<file path="src/rtl/lsu_ctrl.sv">
// Load/store sequencer: one command in flight, ISSUE strobe, fixed MEM_LAT wait, one-cycle load writeback.
// Latency: store 2 cycles, load MEM_LAT+3 cycles; in_ready low while busy. Optional LSU_BOUNDS_CHECK_EN.
module lsu_ctrl #(
   parameter int DATA_W    = 8,
   parameter int ADDR_W    = 8,
   parameter int MEM_DEPTH = 4,
   parameter int MEM_LAT   = 1
) (
   input  logic              clk,
   input  logic              rst_n,
   input  logic              in_valid,
   output logic              in_ready,
   input  logic              in_op,
   input  logic [1:0]        in_reg,
   input  logic [ADDR_W-1:0] in_addr,
   input  logic [DATA_W-1:0] in_data,
   output logic              mem_run,
   output logic              mem_op,
   output logic [1:0]        mem_reg,
   output logic [ADDR_W-1:0] mem_addr,
   output logic [DATA_W-1:0] mem_wdata,
   input  logic [DATA_W-1:0] mem_rdata,
   output logic              wb_valid,
   output logic [1:0]        wb_reg,
   output logic [DATA_W-1:0] wb_data,
   output logic              fault,
   output logic              busy
);

   typedef enum logic [1:0] {
      S_IDLE  = 2'd0,
      S_ISSUE = 2'd1,
      S_WAIT  = 2'd2,
      S_WB    = 2'd3
   } state_t;

   localparam logic [2:0] LAT_LAST = 3'(MEM_LAT - 1);

   state_t            r_state;
   state_t            w_state_nxt;
   logic [2:0]        r_cnt;
   logic [2:0]        w_cnt_nxt;
   logic              w_capture;
   logic              w_accept;
   logic              w_fault_flag;
   logic              r_op;
   logic [1:0]        r_reg;
   logic [ADDR_W-1:0] r_addr;
   logic [DATA_W-1:0] r_wdata;
   logic [DATA_W-1:0] r_wb_data;

   assign w_accept = in_valid & (r_state == S_IDLE);

`ifdef LSU_BOUNDS_CHECK_EN
   logic r_fault;
   logic w_addr_oob;

   assign w_addr_oob = (32'(in_addr) >= 32'(MEM_DEPTH));

   always_ff @(posedge clk or negedge rst_n) begin
      if (!rst_n) begin
         r_fault <= 1'b0;
      end else if (w_accept) begin
         r_fault <= w_addr_oob;
      end
   end

   assign w_fault_flag = r_fault;
`else
   logic w_unused_depth;

   assign w_unused_depth = (MEM_DEPTH == 0);
   assign w_fault_flag   = 1'b0;
`endif

   always_ff @(posedge clk or negedge rst_n) begin
      if (!rst_n) begin
         r_state <= S_IDLE;
         r_cnt   <= 3'd0;
      end else begin
         r_state <= w_state_nxt;
         r_cnt   <= w_cnt_nxt;
      end
   end

   // Command fields persist until the next accept; faulting commands latch too.
   always_ff @(posedge clk or negedge rst_n) begin
      if (!rst_n) begin
         r_op    <= 1'b0;
         r_reg   <= 2'd0;
         r_addr  <= '0;
         r_wdata <= '0;
      end else if (w_accept) begin
         r_op    <= in_op;
         r_reg   <= in_reg;
         r_addr  <= in_addr;
         r_wdata <= in_data;
      end
   end

   always_ff @(posedge clk or negedge rst_n) begin
      if (!rst_n) begin
         r_wb_data <= '0;
      end else if (w_capture) begin
         r_wb_data <= mem_rdata;
      end
   end

   always_comb begin
      w_state_nxt = r_state;
      w_cnt_nxt   = r_cnt;
      w_capture   = 1'b0;
      case (r_state)
         S_IDLE: begin
            if (in_valid) begin
               w_state_nxt = S_ISSUE;
            end
         end
         S_ISSUE: begin
            if (r_op || w_fault_flag) begin
               w_state_nxt = S_IDLE;
            end else begin
               w_state_nxt = S_WAIT;
               w_cnt_nxt   = 3'd0;
            end
         end
         S_WAIT: begin
            w_cnt_nxt = r_cnt + 3'd1;
            // Read data is valid on the edge that closes the last wait cycle.
            if (r_cnt == LAT_LAST) begin
               w_state_nxt = S_WB;
               w_capture   = 1'b1;
            end
         end
         S_WB: begin
            w_state_nxt = S_IDLE;
         end
         default: begin
            w_state_nxt = S_IDLE;
         end
      endcase
   end

   assign in_ready  = (r_state == S_IDLE);
   assign busy      = ~in_ready;
   assign mem_run   = (r_state == S_ISSUE) & ~w_fault_flag;
   assign fault     = (r_state == S_ISSUE) & w_fault_flag;
   assign mem_op    = r_op;
   assign mem_reg   = r_reg;
   assign mem_addr  = r_addr;
   assign mem_wdata = r_wdata;
   assign wb_valid  = (r_state == S_WB);
   assign wb_reg    = (r_state == S_WB) ? r_reg : 2'd0;
   assign wb_data   = r_wb_data;

endmodule
</file>
<file path="config.mk">
export PLATFORM = sky130hd
export DESIGN_NAME = lsu_ctrl
export DESIGN_NICKNAME = d
export VERILOG_FILES = /design/src/rtl/lsu_ctrl.sv
export SDC_FILE = /design/constraint.sdc
export NUM_CORES = 1
export LEC_CHECK = 0
export BUFFER_PORTS_ARGS = -buffer_cell sky130_fd_sc_hd__buf_2
export CAP_MARGIN = 20
export CORE_MARGIN = 1.5
export CORE_UTILIZATION = 41
export DETAILED_ROUTE_END_ITERATION = 7
export HOLD_SLACK_MARGIN = 0.15
export PLACE_DENSITY_LB_ADDON = 0.25
export SLEW_MARGIN = 20
export SYNTH_ARGS = -nofsm -noshare
export SYNTH_HDL_FRONTEND = slang
export SYNTH_SLANG_ARGS = --single-unit
</file>
<file path="constraint.sdc">
create_clock -name clk -period 1.4 [get_ports clk]
set_input_delay 0.14 -clock clk [delete_from_list [all_inputs] [get_ports clk]]
set_output_delay 0.14 -clock clk [all_outputs]
set_load 0.02 [all_outputs]
</file>
==> results of run 1 <==
## where the power goes
group | total (mW) | leakage [nW] | internal [mW] | switching [mW]
clock network | 0.673 | 0.0422 | 0.374 | 0.299
logic | 2.90 | 0.731 | 1.52 | 1.38
registers | 1.67 | 0.379 | 1.39 | 0.276
total | 5.24 | 1.15 | 3.29 | 1.95
## metrics by stage
stage	power, mW	util
finish	5.24	0.741
detailed placement	4.18	0.579
global placement	4.11	0.579
global route	5.55	0.741
floorplan	3.45	-
CTS	5.23	0.737
## layout by cell type (no fill, tap or decap)
master and instances:
a211oi_1 1, a21oi_1 3, and2_4 2, and3_4 2, and4_1 1, buf_12 2
buf_16 1, buf_2 58, buf_4 3, buf_6 7, bufinv_16 1, clkbuf_1 1
clkbuf_4 5, clkinv_2 1, conb_1 1, dfrtp_1 32, dlygate4sd3_1 29, ha_1 1
ha_4 1, inv_2 2, inv_4 2, mux2_4 27, nand2b_1 2, nand2b_4 1
nand3b_1 1, nor2_1 3, nor3_1 2, nor3b_4 1, or2_4 1, or2b_1 1
xnor2_1 1
## cell families after synthesis
logic type | Yosys count | share of synthesized area
XOR/XNOR | 1 | 0.00630
AO/OA/AOI/OAI | 4 | 0.0162
multiplexers | 27 | 0.245
flip-flops | 32 | 0.576
AND/OR/NAND/NOR | 17 | 0.0935
adder cells (fa/ha/maj) | 2 | 0.0180
buffers and inverters | 8 | 0.0423
other | 1 | 0.00270
## worst max path at each step
| stage | from | end | slack, ns | cells after the start |
|---|---|---|---|---|
| 2_1_floorplan | r_state[0]$_DFFE_PN0P_ | mem_addr[2]$_DFFE_PN0P_ | -0.20 | 6 |
| 3_3_place_gp | flip-flop | mem_wdata[6]$_DFFE_PN0P_ | -0.08 | 4 |
| 3_5_place_dp | flip-flop | mem_wdata[0]$_DFFE_PN0P_ | -0.12 | 4 |
| 4_1_cts | r_state[0]$_DFFE_PN0P_ | wb_data[2]$_DFFE_PN0P_ | -0.05 | 5 |
| 5_1_grt | r_state[0]$_DFFE_PN0P_ | wb_data[5]$_DFFE_PN0P_ | -0.1 | 5 |
| 6_report | r_state[0]$_DFFE_PN0P_ | mem_wdata[0]$_DFFE_PN0P_ | -0.08 | 5 |
## layer usage
metal | vias to the layer above | wire [um]
met5 | - | 0
met4 | 0 | 55
met3 | 4 | 204
met2 | 46 | 1540
met1 | 515 | 1390
li1 | 518 | -
## synthesized netlist by cell type, drive strengths merged
library cell	count	area, sq um
dfrtp	32	801
mux2	27	342
buf	4	43.8
inv	4	15.0
a21oi	3	15.0
nand2b	3	26.3
nor2	3	11.3
and2	2	16.3
and3	2	15.0
ha	2	25.0
nor3	2	10.0
a211oi	1	7.51
and4	1	8.76
conb	1	3.75
nand3b	1	7.51
nor3b	1	18.8
or2	1	8.76
or2b	1	7.51
xnor2	1	8.76
## layout make-up
class	count	area, sq um
clock buffers	6	41.3
clock inverters	2	35.0
fillers	215	810
inverters	4	20.0
multi-input cells	52	617
flip-flops and latches	32	801
well taps	44	55.1
repair buffers	100	749
## worst max-delay path, cell delays in order, from the launching register on
cell and delay, ns:
dfrtp_1 0.40, or2_4 0.27, inv_4 0.05, and2_4 0.20, buf_12 0.14, mux2_4 0.30
## repair_timing
action	CTS	global route
endpoints found under the setup margin	31	31
pin swaps	2	0
hold endpoints to repair	60	0
gates resized for setup	21	5
setup buffers	3	0
cloned	1	0
hold buffers	29	0
==> metrics.txt, run 1 <==
Initial DRC Count 35; post-route clock skew 0.00892 ns; io pins 64; Avg Vias per Cell 4.51; std cell rows 20; DRC 0; R2R depth 5; busiest grt layer met2; GPL Wtd Cong 0.778; endpoint class of the critical path flip-flop; unrepaired setup endpoints after global routing true; Seq cells post-synth 32; CTS buffer count 5; Skew-Pair Late Insertion Delay 0.33 ns; status finished with violations; CTS max path bufs 2; antenna diode count 0; die area 3750 sq um; H-tree depth 2; Setup CP Type flip-flop to flip-flop; post-synthesis net count 124; share of layout cells above drive strength 1 0.597; root buffer cell clkbuf_4; sequential fraction of the synthesis area 0.576; ANT nets after route 0; fin crit period 1.48 ns; Vias 1083; Hold WS 0.368 ns; CTS sink cnt 32; CTS tree built; Max Slew Vio Count 0; GRT overflow 0; pre-CTS setup slack -0.123 ns; distinct cell type count after synthesis 26; setup TNS -1.37 ns; failing checks negative setup slack; met1 Use GR 0.219; post-route insts no fill 240; syn_area_per_cell 15.1 sq um; reg-to-reg slack, setup -0.08 ns; VDD IR max 1.18 mV; worst min path class input port to async pin; LEAKAGE 1.15 nW; largest net degree at the start of global routing 33; Layout Nets 227; vias in the first global route 1112; # placed instances 199; source of the worst register-to-register timing path r_state[0]$_DFFE_PN0P_; Synth Instances 92; Mapped Area 1390 sq um; DR pass1 iterations 4; slew margin rel. 0.546; die width 61.3 um; Cell Pwr Density 2260 nW/um^2; setup violators final 28; Least-Margin Pin Slew 0.680 ns; Clock transition at path regs 0.10 ns; hpwl dp 1910 um; Final Hold Fails 0; area growth from synthesis to layout 66.6%; Buffers on Ports 62; Initial Util 0.445; CP Max Fanout 7; GR Layer Usage met3 0.0546; Die Height 61.3 um; worst r2r dst mem_wdata[0]$_DFFE_PN0P_; setup slack after layout -0.0762 ns; Design Area, Final 2320 sq um; placed inst area 1810 sq um; first-pass GRT wire length 4870 um; crit path DAT 1.69 ns; Setup crit start kind flip-flop; initial antenna violation count 0; core area 3130 sq um; period utilization 1.05; DRT Wirelength 3190 um; GR met2 Demand/Resource 0.299; fmax 677 MHz; total number of yosys warnings 0; Tot GR Track Use 0.183; Req. time, crit path 1.61 ns; DR WL/cell 13.3 um; max-cap violations 0
No activity file was read; power rests on OpenSTA's default activity.
==> run 2, diff against run 1 <==
- SETUP_SLACK_MARGIN: not set -> 0.4
==> metrics.txt, run 2 (synthesis results as in run 1) <==
Tot GR Track Use 0.221 (+0.0377); Crit-path slowest cell dfrtp_1; Initial Util 0.445 (unchanged); crit path DAT 1.72 ns (+0.03 ns); fmax 670 MHz (-1.1%); Design Area, Final 2690 sq um (+16%); antenna diode count 0 (unchanged); DRC 0 (unchanged); Skew-Pair Late Insertion Delay 0.34 ns (about the same); setup slack after layout -0.0928 ns (-0.0167 ns); P_sw 2.44 mW (+25%); Req. time, crit path 1.63 ns (+0.02 ns); commonest non-fill, non-tap cell in the layout buf_6; Max Slew Vio Count 0 (unchanged); R2R depth 5 (unchanged); worst min path class input port to async pin; failing checks negative setup slack; largest net degree at the start of global routing 33 (unchanged); area growth from synthesis to layout 93.3%; unrepaired setup endpoints after global routing true; Avg Vias per Cell 4.70 (+4.3%); setup TNS -2.15 ns (-0.773 ns); max incr delay on CP 0.41 ns (about the same); crit path cell chain or2_4, inv_4, and2_4, buf_12, mux2_4; setup violators final 30 (+7.1%); die width 61.3 um (unchanged); Final Hold Fails 0 (unchanged); max-cap violations 0 (unchanged); CTS sink cnt 32 (unchanged); DRT Wirelength 4890 um (+53%); Clock power frac 0.107 (-0.021); ANT nets after route 0 (unchanged); initial antenna violation count 0 (unchanged); pre-CTS setup slack -0.123 ns (unchanged); fin crit period 1.49 ns (+0.0167 ns); CTS tree built; Cell Pwr Density 2470 nW/um^2 (+9.4%); first-pass GRT wire length 5770 um (+18%); DR pass1 iterations 6 (+2); share of layout cells above drive strength 1 0.664 (+0.0667); DR WL/cell 18.7 um (+41%); Clock transition at path regs 0.11 ns (about the same); H-tree depth 2 (unchanged); Final Util 0.860 (+0.118); Hold WS 0.300 ns (-0.0684 ns); std cell rows 20 (unchanged); GPL Wtd Cong 0.778 (unchanged); die area 3750 sq um (unchanged); # placed instances 199 (unchanged); Setup crit start kind flip-flop; placed inst area 1810 sq um (unchanged); CP Max Fanout 7 (unchanged); GRT overflow 0 (unchanged); commonest non-fill, non-tap cells in the layout buf_6, dfrtp_1, dlygate4sd3_1, buf_2, mux2_4; status finished with violations; root buffer cell clkbuf_4; CTS max path bufs 2 (unchanged); post-route insts no fill 261 (+8.8%); Setup CP Type flip-flop to flip-flop; period utilization 1.07 (+0.0119); cell-internal power 4.21 mW (+28%); Vias 1228 (+13%); core area 3130 sq um (unchanged); vias in the first global route 1243 (+12%); CTS buffer count 5 (unchanged); reg-to-reg slack, setup -0.09 ns (-0.02 ns); sequential share of power 0.273 (-0.045); Switching Share 0.367 (-0.00512); Initial DRC Count 36 (+2.9%); total chip power 6.65 mW (+27%); combinational share of power 0.621 (+0.068); post-route clock skew 0.00880 ns (-0.000121 ns); Die Height 61.3 um (unchanged); endpoint class of the critical path flip-flop; hpwl dp 1910 um (unchanged); Buffers on Ports 62 (unchanged); worst r2r dst mem_wdata[1]$_DFFE_PN0P_; LEAKAGE 1.32 nW (+15%); Layout Nets 248 (+9.3%); VDD IR max 1.37 mV (+16%); io pins 64 (unchanged)
## run 2: timing repair
action                                 4_1_cts  5_1_grt
hold buffers                                29        0
gates cloned                                 1        0
setup endpoints to repair                   64       97
setup buffers                               17        7
gates resized for setup                     84        6
endpoints found under the hold margin       60        0
pin swaps                                    6        1
## run 2: power by group through the flow
stage,clock network (mW),registers (mW),logic [mW]
after global routing,0.755,1.84,4.31
after detailed placement,0,1.67,2.52
after CTS,0.694,1.74,3.76
after global placement,0,1.64,2.46
after floorplan,0,2.17,1.29
final,0.708,1.81,4.13
## run 2: layout make-up
class,instances,area (sq um)
clock inverter,2,35.0
clock buffer,6,41.3
tap,44,55.1
timing repair buffer,121,1080
sequential,32,802
fill,138,439
multi-input combinational,52,651
inverter,4,20.0
## run 2: layer usage
metal | share of wire | global-route usage | vias up
met1 | 0.40 | 0.264 | 596
met2 | 0.51 | 0.362 | 56
met5 | 0 | 0 | -
met3 | 0.053 | 0.0525 | 17
li1 | - | - | 559
met4 | 0.041 | 0.134 | 0
## run 2: critical path: cells and delay by family (launching register included)
family,cells,cell delay [ns]
and+or+nand+nor,2,0.46
muxes,1,0.31
DFF,1,0.41
buffers and inverters,2,0.21
## run 2: how the worst max path moves through the flow
stage | endpoint | start | slack [ns]
2_1_floorplan | mem_addr[2]$_DFFE_PN0P_ | r_state[0]$_DFFE_PN0P_ | -0.20
3_3_place_gp | mem_wdata[6]$_DFFE_PN0P_ | flip-flop | -0.08
3_5_place_dp | mem_wdata[0]$_DFFE_PN0P_ | flip-flop | -0.12
4_1_cts | wb_data[2]$_DFFE_PN0P_ | r_state[0]$_DFFE_PN0P_ | -0.05
5_1_grt | wb_data[5]$_DFFE_PN0P_ | r_cnt[0]$_DFFE_PN0P_ | -0.13
6_report | mem_wdata[1]$_DFFE_PN0P_ | flip-flop | -0.09
==> run 3, diff against run 2 <==
- CORE_UTILIZATION: 41 -> 30
- GPL_TIMING_DRIVEN: not set -> 0
==> metrics.txt, run 3 (synthesis results as in run 1) <==
worst r2r dst mem_reg[1]$_DFFE_PN0P_; root buffer cell clkbuf_8; post-route clock skew 0.00142 ns (-0.00738 ns); CTS max path bufs 2 (unchanged); Skew-Pair Late Insertion Delay 0.28 ns (-0.06 ns); VDD IR max 0.931 mV (-32%); CTS sink cnt 32 (unchanged); setup TNS -2.06 ns (+0.0817 ns); Cell Pwr Density 2310 nW/um^2 (-6.5%); crit path DAT 1.66 ns (-0.06 ns); first-pass GRT wire length 5600 um (-3.0%); CP Max Fanout 10 (+3); commonest non-fill, non-tap cell in the layout buf_2; initial antenna violation count 0 (unchanged); Tot GR Track Use 0.144 (-0.0770); reg-to-reg slack, setup -0.09 ns (about the same); commonest non-fill, non-tap cells in the layout buf_2, dfrtp_1, dlygate4sd3_1, mux2_4, buf_4; failing checks negative setup slack; die area 5060 sq um (+35%); worst min path class input port to flip-flop; Final Util 0.557 (-0.303); Die Height 71.1 um (+16%); R2R depth 6 (+1); DRT Wirelength 3400 um (-30%); period utilization 1.07 (about the same); Final Hold Fails 0 (unchanged); Vias 1116 (-9.1%); H-tree depth 2 (unchanged); placed inst area 1820 sq um (+0.55%); DRC 0 (unchanged); Max Slew Vio Count 0 (unchanged); vias in the first global route 1166 (-6.2%); Hold Path Sink r_state[0]$_DFFE_PN0P_; DR WL/cell 13.3 um (-29%); Initial Util 0.315 (-0.130); share of layout cells above drive strength 1 0.645 (-0.0183); Setup CP Type flip-flop to flip-flop; std cell rows 24 (+20%); Buffers on Ports 62 (unchanged); setup slack after layout -0.0942 ns (-0.00134 ns); Layout Nets 235 (-5.2%); status finished with violations; Initial DRC Count 43 (+19%); max incr delay on CP 0.40 ns (about the same); fin crit period 1.49 ns (+0.00134 ns); CTS buffer count 5 (unchanged); setup violators final 28 (-6.7%); area growth from synthesis to layout 76.7%; total chip power 5.68 mW (-15%); crit path cell chain or2_4, inv_4, and2_4, buf_8, buf_12, mux2_4; endpoint class of the critical path flip-flop; core area 4410 sq um (+41%); die width 71.1 um (+16%); Req. time, crit path 1.56 ns (-0.07 ns); hpwl dp 2130 um (+11%); DR pass1 iterations 3 (-3); CTS tree built; Clock transition at path regs 0.06 ns (-0.05 ns); Design Area, Final 2460 sq um (-8.6%); LEAKAGE 1.22 nW (-7.9%); Switching Share 0.363 (-0.00417); P_sw 2.06 mW (-15%); max-cap violations 0 (unchanged); ANT nets after route 0 (unchanged); Avg Vias per Cell 4.38 (-7.0%); source of the worst register-to-register timing path r_state[0]$_DFFE_PN0P_; antenna diode count 0 (unchanged); GPL Wtd Cong 0.753 (-3.2%); unrepaired setup endpoints after global routing true; cell-internal power 3.62 mW (-14%); sequential share of power 0.295 (+0.022); WP buf/inv 3 (+1); Clock power frac 0.130 (+0.023); Setup crit start kind flip-flop; largest net degree at the start of global routing 33 (unchanged); GRT overflow 0 (unchanged); fmax 669 MHz (about the same); Crit-path slowest cell dfrtp_2; Hold Crit Start in_valid; io pins 64 (unchanged); combinational share of power 0.574 (-0.047); CP delay by family, top flip-flops; Hold Path Stages 3
## run 3: changes by cell type in the layout (fill, tap and decap cells not counted), sizes merged
| cell | previous run | this run |
|---|---|---|
| buf | 91 | 79 |
| bufinv | 1 | 0 |
| clkbuf | 7 | 8 |
| clkinv | 1 | 0 |
| dlygate4sd3 | 29 | 28 |
## run 3: power groups by stage
| stage | Sequential, mW | Combinational [mW] | Clock, mW |
|---|---|---|---|
| 6_report | 1.68 | 3.26 | 0.741 |
| 5_1_grt | 1.74 | 3.48 | 0.837 |
| 2_1_floorplan | 2.17 | 1.29 | 0 |
| 3_3_place_gp | 1.66 | 2.45 | 0 |
| 4_1_cts | 1.67 | 3.03 | 0.767 |
| 3_5_place_dp | 1.70 | 2.50 | 0 |
## run 3: final cells by class
| cell class | count | area (sq um) |
|---|---|---|
| Fill cell | 367 | 1960 |
| Sequential cell | 32 | 802 |
| Timing Repair Buffer | 104 | 783 |
| Multi-Input combinational cell | 52 | 639 |
| Clock buffer | 7 | 96.3 |
| Tap cell | 52 | 65.1 |
| Buffer | 4 | 50.0 |
| Inverter | 4 | 22.5 |
## run 3: per-layer routing
layer,part of all wire,global-route usage,wire length [um]
met5,0,0,0
met4,0.029,0.0629,99
met3,0.057,0.0442,193
met2,0.51,0.235,1750
met1,0.40,0.176,1360
## run 3: repair_timing
item / in CTS / in global routing
resized for setup: 25 / 13
pin swaps: 4 / 3
hold buffers: 28 / 0
buffers inserted: 8 / 6
setup endpoints to repair: 38 / 77
hold endpoints to repair: 60 / 0
## run 3: how the worst max path moves through the flow
stage                     slack [ns]  cells after the start                      end              startpoint
after CTS                      -0.10                      6  mem_addr[6]$_DFFE_PN0P_  r_state[0]$_DFFE_PN0P_
after floorplan                -0.20                      6  mem_addr[2]$_DFFE_PN0P_  r_state[0]$_DFFE_PN0P_
after global placement         -0.21                      6   mem_reg[1]$_DFFE_PN0P_  r_state[0]$_DFFE_PN0P_
after detailed placement       -0.26                      3   wb_data[0]$_DFFE_PN0P_  r_state[0]$_DFFE_PN0P_
final                          -0.09                      6   mem_reg[1]$_DFFE_PN0P_  r_state[0]$_DFFE_PN0P_
after global routing           -0.13                      6  mem_addr[2]$_DFFE_PN0P_               flip-flop
## run 3: worst reg2reg max path, cell delays in order, from the launching register on
cell and delay (ns):
dfrtp_2 0.40, or2_4 0.24, inv_4 0.05, and2_4 0.13, buf_8 0.11, buf_12 0.14, mux2_4 0.31
## run 3: stage by stage
| step | std cells | setup WS (ns) | hold WS [ns] |
|---|---|---|---|
| after floorplan | 92 | -0.197 | -0.156 |
| after global placement | 206 | -0.209 | 0.222 |
| after detailed placement | 206 | -0.264 | 0.229 |
| after CTS | 249 | -0.104 | 0.116 |
| after global routing | 255 | -0.135 | 0.157 |
| final | 255 | -0.0942 | 0.124 |
